--- src/rtl/uart_fifo_ctrl.sv ---
// UART with programmable framing, 16x-oversampled receiver, TX/RX FIFOs,
// sticky receive error flags and a registered interrupt on an 8-bit strobe/ack bus.
module uart_fifo_ctrl #(
  parameter int DATA_BITS   = 8,
  parameter int FIFO_DEPTH  = 16,
  parameter int DEFAULT_DIV = 78
) (
  input  logic       clk,
  input  logic       reset_n,
  output logic       tx_bit,
  input  logic       rx_bit,
  input  logic [2:0] wb_addr,
  input  logic [7:0] wb_data_in,
  output logic [7:0] wb_data_out,
  input  logic       wb_we,
  input  logic       wb_stb,
  output logic       wb_ack,
  output logic       irq
);
  localparam int AW = $clog2(FIFO_DEPTH);
  localparam logic [2:0]  LAST_BIT  = 3'(DATA_BITS - 1);
  localparam logic [7:0]  DATA_MASK = 8'((1 << DATA_BITS) - 1);
  localparam logic [AW:0] FULL_CNT  = (AW+1)'(FIFO_DEPTH);
  localparam logic [AW:0] PTR_ONE   = (AW+1)'(1);

  typedef enum logic [1:0] {B_IDLE, B_ACK, B_WAIT} bus_state_t;
  typedef enum logic [2:0] {S_IDLE, S_START, S_DATA, S_PARITY, S_STOP, S_HOLD} ser_state_t;

  bus_state_t  bus_state, bus_next;
  logic        access, wr, rd;
  logic [15:0] div, baud_cnt;
  logic [4:0]  ctrl;
  logic        overrun, frame_err, parity_err, tick;
  logic [2:0]  clr;
  logic [7:0]  rdata;

  assign access = (bus_state == B_IDLE) && wb_stb;
  assign wr     = access && wb_we;
  assign rd     = access && !wb_we;
  assign clr    = (wr && wb_addr == 3'd5) ? wb_data_in[6:4] : '0;
  assign tick   = (baud_cnt == div);

  always_comb begin
    bus_next = bus_state;
    case (bus_state)
      B_IDLE:  if (wb_stb) bus_next = B_ACK;
      B_ACK:   bus_next = B_WAIT;
      B_WAIT:  if (!wb_stb) bus_next = B_IDLE;
      default: bus_next = B_IDLE;
    endcase
  end

  // ---------------- FIFOs ----------------
  logic [7:0]  tx_mem [FIFO_DEPTH];
  logic [7:0]  rx_mem [FIFO_DEPTH];
  logic [AW:0] tx_wptr, tx_rptr, tx_count, rx_wptr, rx_rptr, rx_count;
  logic        tx_push, tx_pop, tx_empty, tx_full, rx_push, rx_pop, rx_empty, rx_full;
  logic        rx_push_req, rx_perr, rx_ferr, rx_overrun;
  logic [7:0]  tx_head, rx_data;

  assign tx_count = tx_wptr - tx_rptr;
  assign rx_count = rx_wptr - rx_rptr;
  assign tx_empty = (tx_count == '0);
  assign tx_full  = (tx_count == FULL_CNT);
  assign rx_empty = (rx_count == '0);
  assign rx_full  = (rx_count == FULL_CNT);
  assign tx_head  = tx_mem[tx_rptr[AW-1:0]];
  // A pop in the same cycle frees a slot, so a full FIFO may still accept.
  assign tx_push    = wr && wb_addr == 3'd0 && (!tx_full || tx_pop);
  assign rx_pop     = rd && wb_addr == 3'd1 && !rx_empty;
  assign rx_push    = rx_push_req && (!rx_full || rx_pop);
  assign rx_overrun = rx_push_req && rx_full && !rx_pop;

  always_ff @(posedge clk) begin
    if (tx_push) tx_mem[tx_wptr[AW-1:0]] <= wb_data_in;
    if (rx_push) rx_mem[rx_wptr[AW-1:0]] <= rx_data;
  end

  always_ff @(posedge clk) begin
    if (!reset_n) begin
      tx_wptr <= '0; tx_rptr <= '0; rx_wptr <= '0; rx_rptr <= '0;
    end else begin
      if (tx_push) tx_wptr <= tx_wptr + PTR_ONE;
      if (tx_pop)  tx_rptr <= tx_rptr + PTR_ONE;
      if (rx_push) rx_wptr <= rx_wptr + PTR_ONE;
      if (rx_pop)  rx_rptr <= rx_rptr + PTR_ONE;
    end
  end

  // ---------------- Transmitter ----------------
  ser_state_t  tx_state, tx_next;
  logic [3:0]  tx_sub;
  logic [2:0]  tx_idx;
  logic [7:0]  tx_shift;
  logic [15:0] tx_div, tx_cnt;
  logic        tx_par, tx_pen, tx_two, tx_stop2, tx_tick, tx_bit_end, tx_load;

  // A running frame uses its own divider copy so DIV writes only affect later frames.
  assign tx_tick    = (tx_state == S_IDLE) ? tick : (tx_cnt == tx_div);
  assign tx_bit_end = tx_tick && tx_sub == 4'd15;
  assign tx_pop     = tx_load;

  always_comb begin
    tx_next = tx_state;
    tx_load = 1'b0;
    case (tx_state)
      S_IDLE:   if (tick && !tx_empty) begin tx_load = 1'b1; tx_next = S_START; end
      S_START:  if (tx_bit_end) tx_next = S_DATA;
      S_DATA:   if (tx_bit_end && tx_idx == LAST_BIT) tx_next = tx_pen ? S_PARITY : S_STOP;
      S_PARITY: if (tx_bit_end) tx_next = S_STOP;
      S_STOP:   if (tx_bit_end && !(tx_two && !tx_stop2)) begin
                  if (!tx_empty) begin tx_load = 1'b1; tx_next = S_START; end
                  else tx_next = S_IDLE;
                end
      default:  tx_next = S_IDLE;
    endcase
  end

  always_comb begin
    tx_bit = 1'b1;
    case (tx_state)
      S_START:  tx_bit = 1'b0;
      S_DATA:   tx_bit = tx_shift[0];
      S_PARITY: tx_bit = tx_par;
      default:  tx_bit = 1'b1;
    endcase
  end

  always_ff @(posedge clk) begin
    if (!reset_n) begin
      tx_state <= S_IDLE; tx_sub <= '0; tx_idx <= '0; tx_shift <= '0; tx_par <= 1'b0;
      tx_pen <= 1'b0; tx_two <= 1'b0; tx_stop2 <= 1'b0; tx_div <= '0; tx_cnt <= '0;
    end else begin
      tx_state <= tx_next;
      tx_cnt   <= (tx_load || tx_tick) ? '0 : tx_cnt + 16'd1;
      if (tx_load) begin
        tx_sub <= '0; tx_idx <= '0; tx_stop2 <= 1'b0;
        tx_shift <= tx_head & DATA_MASK;
        tx_par   <= (^(tx_head & DATA_MASK)) ^ ctrl[1];
        tx_pen   <= ctrl[0]; tx_two <= ctrl[2]; tx_div <= div;
      end else if (tx_tick && tx_state != S_IDLE) begin
        tx_sub <= tx_sub + 4'd1;
        if (tx_sub == 4'd15 && tx_state == S_DATA) begin
          tx_shift <= tx_shift >> 1;
          tx_idx   <= tx_idx + 3'd1;
        end
        if (tx_sub == 4'd15 && tx_state == S_STOP) tx_stop2 <= 1'b1;
      end
    end
  end

  // ---------------- Receiver ----------------
  ser_state_t rx_state, rx_next;
  logic       rx_s1, rx_s2, rx_sample;
  logic [3:0] rx_sub;
  logic [2:0] rx_idx;
  logic [7:0] rx_shift;

  assign rx_sample = tick && ((rx_state == S_START) ? rx_sub == 4'd7 : rx_sub == 4'd15);
  assign rx_data   = rx_shift >> (8 - DATA_BITS);

  always_comb begin
    rx_next = rx_state;
    rx_push_req = 1'b0;
    rx_perr = 1'b0;
    rx_ferr = 1'b0;
    case (rx_state)
      S_IDLE:   if (tick && !rx_s2) rx_next = S_START;
      S_START:  if (rx_sample) rx_next = rx_s2 ? S_IDLE : S_DATA;
      S_DATA:   if (rx_sample && rx_idx == LAST_BIT) rx_next = ctrl[0] ? S_PARITY : S_STOP;
      S_PARITY: if (rx_sample) begin
                  rx_next = S_STOP;
                  rx_perr = rx_s2 != ((^rx_data) ^ ctrl[1]);
                end
      S_STOP:   if (rx_sample) begin
                  if (rx_s2) begin rx_push_req = 1'b1; rx_next = S_IDLE; end
                  else begin rx_ferr = 1'b1; rx_next = S_HOLD; end
                end
      S_HOLD:   if (rx_s2) rx_next = S_IDLE;
      default:  rx_next = S_IDLE;
    endcase
  end

  always_ff @(posedge clk) begin
    if (!reset_n) begin
      rx_s1 <= 1'b1; rx_s2 <= 1'b1; rx_state <= S_IDLE;
      rx_sub <= '0; rx_idx <= '0; rx_shift <= '0;
    end else begin
      rx_s1 <= rx_bit;
      rx_s2 <= rx_s1;
      rx_state <= rx_next;
      if (rx_state == S_IDLE || (rx_state == S_START && rx_sample)) rx_sub <= '0;
      else if (tick) rx_sub <= rx_sub + 4'd1;
      if (rx_state == S_START) rx_idx <= '0;
      else if (rx_state == S_DATA && rx_sample) begin
        rx_idx   <= rx_idx + 3'd1;
        rx_shift <= {rx_s2, rx_shift[7:1]};
      end
    end
  end

  // ---------------- Registers, bus, interrupt ----------------
  always_comb begin
    rdata = '0;
    case (wb_addr)
      3'd1:    rdata = rx_empty ? '0 : rx_mem[rx_rptr[AW-1:0]];
      3'd2:    rdata = div[7:0];
      3'd3:    rdata = div[15:8];
      3'd4:    rdata = {3'b000, ctrl};
      3'd5:    rdata = {(tx_state != S_IDLE), parity_err, frame_err, overrun,
                        tx_full, tx_empty, rx_full, rx_empty};
      3'd6:    rdata = 8'(rx_count);
      3'd7:    rdata = 8'(tx_count);
      default: rdata = '0;
    endcase
  end

  always_ff @(posedge clk) begin
    if (!reset_n) begin
      bus_state <= B_IDLE; wb_ack <= 1'b0; wb_data_out <= '0; irq <= 1'b0;
      div <= 16'(DEFAULT_DIV); ctrl <= '0; baud_cnt <= '0;
      overrun <= 1'b0; frame_err <= 1'b0; parity_err <= 1'b0;
    end else begin
      bus_state   <= bus_next;
      wb_ack      <= access;
      wb_data_out <= rd ? rdata : '0;
      if (wr) begin
        case (wb_addr)
          3'd2:    div[7:0]  <= wb_data_in;
          3'd3:    div[15:8] <= wb_data_in;
          3'd4:    ctrl      <= wb_data_in[4:0];
          default: ;
        endcase
      end
      if (wr && (wb_addr == 3'd2 || wb_addr == 3'd3)) baud_cnt <= '0;
      else if (tick) baud_cnt <= '0;
      else baud_cnt <= baud_cnt + 16'd1;
      overrun    <= (overrun    && !clr[0]) || rx_overrun;
      frame_err  <= (frame_err  && !clr[1]) || rx_ferr;
      parity_err <= (parity_err && !clr[2]) || rx_perr;
      irq <= (ctrl[3] && !rx_empty) || (ctrl[4] && tx_empty) ||
             ((overrun || frame_err || parity_err) && ctrl[3]);
    end
  end
endmodule

--- config.mk ---
export PLATFORM = sky130hd
export DESIGN_NAME = uart_fifo_ctrl
export DESIGN_NICKNAME = d
export VERILOG_FILES = /design/src/rtl/uart_fifo_ctrl.sv
export SDC_FILE = /design/constraint.sdc
export NUM_CORES = 1
export LEC_CHECK = 0
export ABC_AREA = 1
export CAP_MARGIN = 20
export CORE_MARGIN = 1
export CORE_UTILIZATION = 50
export DETAILED_ROUTE_END_ITERATION = 6
export DONT_BUFFER_PORTS = 1
export GPL_ROUTABILITY_DRIVEN = 0
export PLACE_DENSITY = 0.65
export RECOVER_POWER = 25
export SLEW_MARGIN = 20
export SYNTH_ARGS = -nofsm -noshare
export SYNTH_HDL_FRONTEND = slang
export SYNTH_SLANG_ARGS = --single-unit
--- constraint.sdc ---
create_clock -name clk -period 3 [get_ports clk]
set_input_delay 0.3 -clock clk [delete_from_list [all_inputs] [get_ports clk]]
set_output_delay 0.3 -clock clk [all_outputs]
set_load 0.02 [all_outputs]
======== Word level (Yosys, flattened, before mapping) ========
Memories as Yosys holds them, arrays and structs flattened. A register that Yosys moved wholly into a read port is not among the register bits.
Index checks and enable logic that the tools add are counted.
storage, ports and cells
  memories kept ........................... 2
  RAM bits ................................ 256
  logic and storage cells ................. 222
  input bits .............................. 16
  register bits ........................... 146
memory list
  memory  words  width  read ports  clocked after Yosys merged registers in  write ports  RTL line  source
  rx_mem  16     8      1           1                                        1            55        logic [7:0] rx_mem [FIFO_DEPTH];
  tx_mem  16     8      1           1                                        1            54        logic [7:0] tx_mem [FIFO_DEPTH];
cells by class
  add/sub/neg operators ................... 12
  reduce and logical (&&, ||, !) cells .... 82
  mux-type cells .......................... 50
  equal/unequal tests ..................... 41
  bitwise gates (word level) .............. 4
operators with widths
  kind                                            number
  case mux 8 bit (7 select lines)                 1
  2-to-1 mux 3 bit                                15
  adder 16 x 1 -> 16 bit (second input constant)  2
  == test 16 bit                                  2
  2-to-1 mux 8 bit                                4
  logical AND 1 bit                               31
  == test 3 bit (second input constant)           9
  inequality test 2 bit (second input constant)   12
  adder 5 x 1 -> 5 bit (second input constant)    4
  == test 3 x 2 -> 1 bit (second input constant)  6
  2-to-1 mux 1 bit                                18
  case mux 3 bit (6 select lines)                 1
  AND reduction 2 bit                             9
  2-to-1 mux 4 bit                                4
  XOR reduction 8 bit                             2
  case mux 3 bit (5 select lines)                 1
  zero test 1 bit                                 12
  logical OR 1 bit                                12
  == test 5 bit (second input constant)           2
  zero test 5 bit                                 2
  subtractor 5 bit                                2
  == test 3 x 1 -> 1 bit (second input constant)  3
  zero test 3 bit                                 3
  adder 4 x 1 -> 4 bit (second input constant)    2
  other kinds (20)                                30

======== Longest topological paths before layout ========
  depth in word-level cells ............... 10
  mapped depth ............................ 19
  gate-level depth less buffers ........... 18

======== Least setup slack after synthesis ========
No wires, ideal clock.
  path type ............................... reg-to-reg
  from .................................... register rx_wptr[0]
  to ...................................... memory rx_mem[3][0], enable pin
  stages on the path, launching flop included .. 15
  setup slack ............................. 0.083 ns
  buffers on the path ..................... 0
  setup time .............................. 0.370 ns
  clock period less this slack ............ 2.917 ns
  data arrival time ....................... 2.547 ns
  cell sequence ........................... dfxtp_1 inv_1 ha_1 inv_1 fa_1 xor2_1 nor3b_1 nand2_1 nor2_2 nor2_4 nand2_2 nand2_1 nor3b_2 nand2_1 nor2_1
between the ends
  longest elaborated chain between the ends .. 8
ends and longest elaborated chain
  item                                    RTL line  source
  start: declaration                      56        logic [AW:0] tx_wptr, tx_rptr, tx_count, rx_wptr, rx_rptr, rx_count;
  start signal: assignment                85        if (rx_push) rx_wptr <= rx_wptr + PTR_ONE;
  subtractor 5 bit                        62        assign rx_count = rx_wptr - rx_rptr;
  zero test 5 bit                         65        assign rx_empty = (rx_count == '0);
  zero test 1 bit                         70        assign rx_pop = rd && wb_addr == 3'd1 && !rx_empty;
  logical AND 1 bit                       70
  logical OR 1 bit                        71        assign rx_push = rx_push_req && (!rx_full || rx_pop);
  logical AND 1 bit                       71
  2-to-1 mux 1 bit                        76        if (rx_push) rx_mem[rx_wptr[AW-1:0]] <= rx_data;
  2-to-1 mux 1 bit (implied by the code)  76
  end: declaration                        55
Parallel ways exist; a longest one is shown, timed or not.

======== Final worst setup path ========
  from .................................... register tx_wptr[0]
  to ...................................... memory tx_mem[1][2], enable pin
between the ends
  longest elaborated chain between the ends .. 10
ends and longest elaborated chain
  item                                    RTL line  source
  start: declaration                      56
  start signal: assignment                83        if (tx_push) tx_wptr <= tx_wptr + PTR_ONE;
  subtractor 5 bit                        61        assign tx_count = tx_wptr - tx_rptr;
  zero test 5 bit                         63        assign tx_empty = (tx_count == '0);
  zero test 1 bit                         n/a
  logical AND 1 bit                       107       S_IDLE: if (tick && !tx_empty) begin tx_load = 1'b1; tx_next = S_START; end
  2-to-1 mux 1 bit                        107
  case mux 1 bit (2 select lines)         106       case (tx_state)
  logical OR 1 bit                        69        assign tx_push = wr && wb_addr == 3'd0 && (!tx_full || tx_pop);
  logical AND 1 bit                       69
  2-to-1 mux 1 bit                        75        if (tx_push) tx_mem[tx_wptr[AW-1:0]] <= wb_data_in;
  2-to-1 mux 1 bit (implied by the code)  75
  end: declaration                        54
Parallel ways exist; a longest one is shown, timed or not.

==> flow_metrics.py <==
metrics = {
    "worst_setup_path": {
        "slowest_stage": "fa_1",
        "cp_top_family": "simple AND/OR/NAND/NOR gates",
        "required_ps": 3260,
        "end_kind": "register",
        "cp_slowest_stage_delay_ps": 420,
        "cp_max_fo": 8,
        "critical_path_arrival_ps": 3080,
        "crit_type": "register to register",
        "reg2reg_slack_ps": 180,
        "worstSetupStartpointType": "register",
        "crit_path_cell_trace": "inv_1, ha_1, inv_1, fa_1, nand3_1, nand2_1, xor2_2, nor2_2, nor2_2, nand4_2, nand3_2, nand2_2, inv_4, nand2_2, nor2_1, buf_4",
        "worst-path-buf-inv": 4,
    },
    "timing": {
        "setup_viol": 0,
        "setup_ws_ps": 180,
        "fin_worst_skew_ps": 17.9,
        "timing.final.crit_share_pct": 94.0,
        "tightest_slew_ps": 2200,
        "hold_viol_final": 0,
        "fmax_mhz": 355,
        "fin_crit_ps": 2820,
        "drv_slew": 45,
        "relSlewSlack_pct": -46.7,
        "rsz0062_at_grt": "false",
        "fin_setup_tns_ps": 0,
    },
    "outcome": {
        "violations": "max-capacitance violations, max-slew violations",
        "status": "finished with violations",
    },
    "cells_and_area": {
        "regArea_um2": 10800,
        "drive_above_1_share_pct": 9.65,
        "area_growth_pct": 13.8,
        "nets": 2052,
        "multi_input_area_um2": 6310,
        "fillers": 3105,
        "num_antenna_cells": 0,
    },
    "clock_network": {
        "clock_latency_ps": 570,
        "cts_tree": "done",
        "clkTransAtPathRegs_ps": 60,
        "cts_buffers": 43,
        "root_buffer": "clkbuf_16",
        "clk_path_buf_depth": 3,
        "numClockSinks": 410,
        "htreeDepth": 2,
    },
    "floorplan": {
        "row_count": 69,
        "core_um2": 35700,
        "dieArea_um2": 37100,
        "die_y_um": 193,
        "start_util_pct": 50.9,
        "ios": 27,
        "fp.dieW_um": 193,
    },
    "drt": {
        "vias": 13600,
        "firstDrtPassIters": 5,
        "avgViaCountPerCell": 5.43,
        "drc": 0,
        "wl_per_cell_um": 17.8,
        "ant_nets": 0,
        "wirelength_mm": 44.4,
        "first_iter_violations": 1271,
    },
    "logic_synthesis": {
        "syn_inst": 1941,
        "async_flop_share_pct": 0,
        "synth_cell_types": 55,
        "synth_area_leader_cell": "edfxtp_1",
        "syn_area_per_cell_um2": 9.35,
        "ys_top_cells_by_area": "edfxtp_1 (42%), dfxtp_1 (17%), nand2_1 (10%)",
        "yosys_warnings": 0,
        "yosys_most_used_dff": "edfxtp_1",
        "synth_nets": 1985,
        "synth_seq_cells": 410,
        "syn_area_um2": 18200,
        "yosysTopAreaCellShare_pct": 42.3,
        "synth_seq_area_share_pct": 59.3,
        "synth_edf_count": 256,
    },
    "pwr": {
        "ir_drop_v": 0.000413,
        "power_mw": 12.3,
        "power_density_nw_per_um2": 597,
        "leakagePower_nw": 8.03,
    },
    "global_routing": {
        "gr-total-overflow": 0,
        "grt_first_pass_wirelength_mm": 69.9,
        "antenna_found_initial": 1,
        "grt_pass1_vias": 12700,
        "track_usage_pct": 24.7,
        "grt_max_degree": 65,
    },
    "flow_run": {
        "maxCapViolCount": 1,
    },
    "placement": {
        "dp_hpwl_mm": 29.6,
        "preCtsSetupSlack_ps": 4.25,
        "io_buffers": 0,
    },
    "min_path": {
        "min_path_type": "input pin to register",
    },
}
==> stage by stage <==
stage | hold slack (ps) | utilization (%) | instances | instance area [um2]
after floorplan | 393 | - | 1941 | 18200
after global placement | 394 | 53.3 | 2411 | 19000
after detailed placement | 397 | 53.3 | 2411 | 19000
after CTS | 48.1 | 57.9 | 2502 | 20600
after global routing | 87.8 | 57.9 | 2503 | 20700
final | 71.0 | 57.9 | 2503 | 20700
==> flip-flops by register name (all words and copies together) (netlist names), 8 cells and up, named ones only <==
name,flops
baud_cnt,16
div,16
rx_data,8
rx_mem,128
tx_cnt,16
tx_div,16
tx_mem,128
tx_shift,8
wb_data_out,8
==> kinds of logic after synthesis <==
logic type / synth area share (%)
buf+inv: 6.16
flops: 59.3
fa+ha+maj: 2.01
simple gates: 20.5
xor+xnor: 2.70
compound gates: 9.33
==> final timing paths <==
| path | from | to | cells after the start |
|---|---|---|---|
| setup reg to reg | tx_wptr[0] | tx_mem[1][2] | 16 |
| hold / removal | reset_n | tx_div[2] | 3 |
| hold reg to reg | rx_s1 | rx_s2 | 1 |
| setup / recovery | tx_wptr[0] | tx_mem[1][2] | 16 |
==> cell usage in the layout (no fill, tap or decap), drive strengths merged, types with 28 or more instances in the layout <==
master  netlist  final
dfxtp       154    154
edfxtp      256    256
inv         204    205
nand2       494    494
xnor2        28     28
o21ai        82     82
a21oi       144    144
nand3       140    140
nor2        165    165
xor2         28     28
buf          31     71
clkbuf       38     73
==> what timing repair did <==
action	in CTS	in global routing
pin swaps	0	1
hold buffers	12	0
endpoints found under the setup margin	16	252
endpoints found under the hold margin	192	0
setup buffers	0	1
gates resized for setup	1	13
==> tightest hold or removal path: stages <==
cell	delay (ps)
buf_12	150
o21ai_0	90
a21oi_1	40
==> per-layer routing <==
metal / part of all wire [%] / global-route usage (%)
met5: 0 / 0
met4: 2.9 / 8.72
met1: 45 / 34.4
met3: 6.1 / 3.51
met2: 46 / 39.2
==> report_power, final <==
group / switching [mW] / total [mW] / internal [mW]
combinational: 0.483 / 0.693 / 0.211
clock: 2.17 / 5.56 / 3.39
sequential: 0.0637 / 6.07 / 6.01
==> area by class of cell <==
type                            instances  share of cell area [%]
Clock inverter                         15                    1.19
Clock buffer                           64                    6.00
Timing Repair Buffer                   91                    3.48
Inverter                              209                    3.82
Sequential cell                       410                    52.2
Tap cell                              461                    2.79
Multi-Input combinational cell       1253                    30.6
==> cell usage after synthesis, types with 4 or more instances <==
cell type,number
buf_4,6
o21ai_1,7
inv_2,15
a32o_1,9
ha_1,26
nand3_1,138
a31oi_1,6
xor2_1,28
edfxtp_1,256
xnor2_1,28
nand2_2,5
nor3b_1,11
clkbuf_1,38
a21oi_1,144
o22ai_1,8
o211ai_1,10
nand3b_1,4
nand2_1,489
a211oi_1,4
nor3_1,21
a221oi_1,4
buf_2,17
clkinv_1,4
dfxtp_1,154
nor2_1,159
a22oi_1,11
nand4_1,14
buf_1,4
inv_1,189
o21ai_0,74
or2_2,8
buf_6,4
nor2_2,5
nor3_2,5
Power figures use the tool's default switching activity.
